===== src/rtl/muldiv_seq.sv =====
// Sequential unsigned multiply/divide unit: shift-add multiply and restoring divide,
// one bit per cycle, with flush abort and a one-cycle done pulse.
`default_nettype none

module muldiv_seq #(
  parameter int WIDTH = 32
) (
  input  logic             clk,
  input  logic             rst_n,
  input  logic             start_i,
  input  logic [1:0]       op_i,
  input  logic [WIDTH-1:0] oper1_i,
  input  logic [WIDTH-1:0] oper2_i,
  input  logic             flush_i,
  output logic             ready_o,
  output logic             stall_o,
  output logic             done_o,
  output logic [WIDTH-1:0] result_o
);

  localparam int CW = (WIDTH > 1) ? $clog2(WIDTH) : 1;
  localparam logic [CW-1:0] LAST = CW'(WIDTH - 1);

  typedef enum logic [1:0] {
    IDLE = 2'd0,
    RUN  = 2'd1,
    DONE = 2'd2
  } state_t;

  state_t             state, state_next;
  logic [CW-1:0]      count;
  logic [1:0]         op_q;
  logic [WIDTH-1:0]   operand;
  logic [2*WIDTH-1:0] acc, acc_step;
  logic [WIDTH:0]     sum, rem_shift, diff;
  logic               accept, div_zero, last;

  assign accept   = (state == IDLE) && start_i && !flush_i;
  assign div_zero = op_i[1] && (oper2_i == '0);
  assign last     = (count == LAST);

  assign ready_o = (state == IDLE);
  assign stall_o = accept || (state == RUN);
  assign done_o  = (state == DONE);

  always_ff @(posedge clk or negedge rst_n) begin
    if (!rst_n) state <= IDLE;
    else        state <= state_next;
  end

  always_comb begin
    state_next = state;
    case (state)
      IDLE:    if (accept) state_next = div_zero ? DONE : RUN;
      RUN:     if (last) state_next = DONE;
      DONE:    state_next = IDLE;
      default: state_next = IDLE;
    endcase
    if (flush_i) state_next = IDLE;
  end

  // acc holds {partial product, remaining multiplier} for multiply and
  // {partial remainder, dividend/quotient bits} for divide.
  always_comb begin
    sum       = {1'b0, acc[2*WIDTH-1:WIDTH]} + {1'b0, operand};
    rem_shift = {acc[2*WIDTH-1:WIDTH], acc[WIDTH-1]};
    diff      = rem_shift - {1'b0, operand};
    acc_step  = acc;
    if (!op_q[1]) begin
      if (acc[0]) acc_step = {sum, acc[WIDTH-1:1]};
      else        acc_step = {1'b0, acc[2*WIDTH-1:1]};
    end else begin
      if (!diff[WIDTH]) acc_step = {diff[WIDTH-1:0], acc[WIDTH-2:0], 1'b1};
      else              acc_step = {rem_shift[WIDTH-1:0], acc[WIDTH-2:0], 1'b0};
    end
  end

  always_ff @(posedge clk or negedge rst_n) begin
    if (!rst_n) begin
      count    <= '0;
      op_q     <= '0;
      operand  <= '0;
      acc      <= '0;
      result_o <= '0;
    end else if (!flush_i) begin
      case (state)
        IDLE: begin
          if (start_i) begin
            op_q  <= op_i;
            count <= '0;
            if (op_i[1]) begin
              operand <= oper2_i;
              acc     <= {{WIDTH{1'b0}}, oper1_i};
            end else begin
              operand <= oper1_i;
              acc     <= {{WIDTH{1'b0}}, oper2_i};
            end
            if (div_zero) result_o <= op_i[0] ? oper1_i : '1;
          end
        end
        RUN: begin
          acc   <= acc_step;
          count <= last ? '0 : count + CW'(1);
          // Low half: product low / quotient; high half: product high / remainder.
          if (last) result_o <= op_q[0] ? acc_step[2*WIDTH-1:WIDTH] : acc_step[WIDTH-1:0];
        end
        default: ;
      endcase
    end
  end

endmodule

`default_nettype wire


===== config.mk =====
export PLATFORM = sky130hd
export DESIGN_NAME = muldiv_seq
export DESIGN_NICKNAME = d
export VERILOG_FILES = /design/src/rtl/muldiv_seq.sv
export SDC_FILE = /design/constraint.sdc
export NUM_CORES = 1
export LEC_CHECK = 0
export BUFFER_PORTS_ARGS = -buffer_cell sky130_fd_sc_hd__buf_2
export CORE_MARGIN = 3
export CORE_UTILIZATION = 36
export DETAILED_ROUTE_END_ITERATION = 6
export MAX_ROUTING_LAYER = met4
export SYNTH_ARGS = -nofsm -noshare
export SYNTH_HDL_FRONTEND = slang
export SYNTH_SLANG_ARGS = --single-unit

===== constraint.sdc =====
create_clock -name clk -period 8.88 [get_ports clk]
set_clock_uncertainty 0.15 [all_clocks]
set_input_delay 0.444 -clock clk [delete_from_list [all_inputs] [get_ports clk]]
set_output_delay 0.444 -clock clk [all_outputs]
set_load 0.1 [all_outputs]

==> results.tsv <==
stage	metric	value	unit
synth	Post-synth EDFFs	0	
cts	CTS tree	done	
placed_design	DP HPWL	32.35	mm
detailed_routing	DR vias	12033	
die	core footprint	32780	um^2
sta	RSZ-0062 raised after global routing	no	
layout	nets@finish	1677	
die	row count	66	
cts	Max Root-Sink Buffers	2	
layout	Area Growth Syn to Fin	12.96	%
cts	Hold-fix buffers, CTS	1	
flow_run	Max-Cap Viols	0	
sta	Hold Vio Cnt, Final	0	
grt	initial antenna violation count	1	
synth	count leader, synth	a21oi_1	
synth	synthesized instance count	1493	
cts	Skew-Pair Late Insertion Delay	450	ps
critical_path	Critical Path RT	9070	ps
placed_design	DP Cell Count	1961	
sta	final worst slack	4432	ps
sta	Tcrit/Tclk final	0.5009	
layout	post-layout util	0.4158	
layout	Fill cells	3334	
detailed_routing	Post-route DRC	0	
detailed_routing	via/cell ratio	6.035	
power_and_ir_drop	PwrDens	303.8	nW/um^2
grt	vias in the first global route	11650	
detailed_routing	DRT Pass-1 Iters	5	
sta	setup TNS	0	ps
cts	CTS H-tree depth	4	
grt	largest net degree at the start of global routing	102	
sta	crit path time final	4448	ps
synth	Synth top cells by count	151 x a21oi_1, 142 x nand2_1, 137 x dfrtp_1	
detailed_routing	Routed WL	44.84	mm
die	Die W	189.1	um
cts	setup bufs post-CTS	0	
synth	synthesized area	12070	um^2
placed_design	port bufs	104	
min_path	hold path start	oper2_i[18]	
power_and_ir_drop	Worst VDD drop	0.1548	mV
detailed_routing	DR iter-0 viols	840	
die	Initial Util	0.3681	
cts	clock transition at the registers of the reported paths	70	ps
synth	Post-Syn Area per Cell	8.082	um^2
synth	Area contributors post-synth	dfrtp_1 28%, mux2i_1 8.2%, ha_1 6.8%	
min_path	WHS Path Cells	3	
grt	gr ovfl total	0	
placed_design	pre-CTS setup slack	4457	ps
critical_path	r2r endpoint	result_o[7]$_DFFE_PN0P_	
critical_path	crit path launch type	register	
critical_path	Max Fanout on Critical Path	23	
layout	ANT cells	0	
critical_path	Worst R2R Setup Slack	4430	ps
critical_path	reg-to-reg startpoint	acc[31]$_DFFE_PN0P_	
synth	syn nets	1631	
critical_path	Crit. End Element	register	
detailed_routing	Routed Antenna Nets	0	
sta	Worst-Margin Slew	1111	ps
cts	clk sinks	137	
synth	Synth area leader	dfrtp_1	
synth	Synth Register Bits	137	
min_path	Worst Hold Class	input port to register	
cts	PostCTS Resize Cnt	0	
critical_path	R2R depth	14	
grt	first-pass GRT wire length	69.13	mm
cts	Root Buffer	clkbuf_16	
detailed_routing	routed len/inst	22.49	um
synth	post-synth top area share	0.2841	
synth	Synth cell types	75	
placed_design	Final GP Congestion	0.9566	
sta	max frequency	0.2248	GHz
grt	global-route usage over all layers	0.2549	
status	outcome	completed	
die	full die area	35750	um^2
critical_path	Crit path arrival time	4630	ps
sta	max-slew violations	0	
synth	ys async rst share	1.000	
sta	Slew headroom	0.2526	
die	io pins	105	
power_and_ir_drop	Pleak	6.431	nW
critical_path	CP Class	register to register	
cts	cts bufs inserted	17	
die	die extent in y	189.1	um
min_path	Hold EP	operand[18]$_DFFE_PN0P_	
sta	final setup fails	0	
layout	fin cells	1994	
layout	layout cells sized above 1	0.1372	
synth	Yosys warnings	0	
synth	sequential-to-total area share from yosys stat	0.2841	
synth	main flop type after synthesis	dfrtp_1	
==> registers in the layout, summed over array words and instances, names as in the netlist <==
| name | cells |
|---|---|
| op_q | 2 |
| count | 5 |
| result_o | 32 |
| operand | 32 |
| state | 2 |
| acc | 64 |
==> placed cells by master, fill, tap and decap left out, types with 12 or more instances in the layout <==
cell type / n
mux2_2: 30
a31oi_1: 27
a211oi_1: 24
clkbuf_16: 17
inv_1: 64
buf_2: 102
nand4_1: 16
mux2i_1: 99
nand2b_1: 17
nor2b_1: 24
nor3_1: 28
nor2_1: 122
o21ai_0: 119
o31ai_1: 14
buf_4: 20
nand2_1: 142
a22o_1: 17
ha_1: 66
o211ai_1: 13
xor2_1: 15
and3_1: 12
a21oi_1: 151
xnor2_1: 25
dfrtp_1: 136
nand3_1: 21
or3_1: 16
a21o_1: 46
a211o_1: 12
==> metrics by stage <==
| step | total power [mW] | area [um^2] | hold WS, ps |
|---|---|---|---|
| after floorplan | 2.656 | 12070 | -1.591 |
| after global placement | 3.260 | 12960 | 321.5 |
| after detailed placement | 3.272 | 12960 | 323.2 |
| after CTS | 4.112 | 13630 | 174.4 |
| after global routing | 4.409 | 13630 | 209.7 |
| final | 4.141 | 13630 | 188.2 |
==> cell type report <==
cell class              instances  area [um^2]  share of cell area
well taps                     442        553.0             0.04057
clock inverters                13        214.0             0.01570
multi-input cells            1193         8059              0.5912
repair buffers                124        681.9             0.05003
clock buffers                  19        442.9             0.03249
flip-flops and latches        137         3432              0.2518
inverters                      66        247.7             0.01818
==> per-layer routing <==
metal / track usage / routed length [um]
met1: 0.3511 / 20260
met2: 0.3811 / 20040
met3: 0.03555 / 3115
met4: 0.09653 / 1422
met5: - / 0
==> how the worst max path moves through the flow <==
stage / from / end / slack [ps] / cells after the start
2_1_floorplan: acc[31]$_DFFE_PN0P_ / result_o[7]$_DFFE_PN0P_ / 5340 / 13
3_3_place_gp: oper2_i[4] / result_o[11]$_DFFE_PN0P_ / 4510 / 11
3_5_place_dp: oper2_i[4] / result_o[11]$_DFFE_PN0P_ / 4460 / 11
4_1_cts: acc[31]$_DFFE_PN0P_ / result_o[7]$_DFFE_PN0P_ / 4440 / 14
5_1_grt: acc[31]$_DFFE_PN0P_ / result_o[1]$_DFFE_PN0P_ / 4210 / 14
6_report: acc[31]$_DFFE_PN0P_ / result_o[7]$_DFFE_PN0P_ / 4430 / 14
==> where the power goes <==
group	leakage (nW)	switching (mW)	internal [mW]
Sequential	1.70	0.206	0.754
Clock	0.315	0.315	0.509
Combinational	4.41	1.44	0.914
==> cells by family after synthesis <==
kind of cell	synth area share
flops	0.2841
xor+xnor	0.03038
mux	0.1204
fa+ha+maj	0.07175
simple gates	0.1662
buf+inv	0.05195
compound gates	0.2752
==> worst max-delay path: stages, from the launching register on <==
cell and delay, ps:
dfrtp_1 370, inv_1 90, ha_1 170, inv_1 50, fa_1 420, a211oi_1 230, o21ai_1 170, o211ai_1 190
o211ai_1 280, a211oi_2 480, xnor2_4 250, buf_4 420, mux2_1 400, mux4_2 470, o21a_1 170
Note: power is estimated with default switching activity, not from simulation.
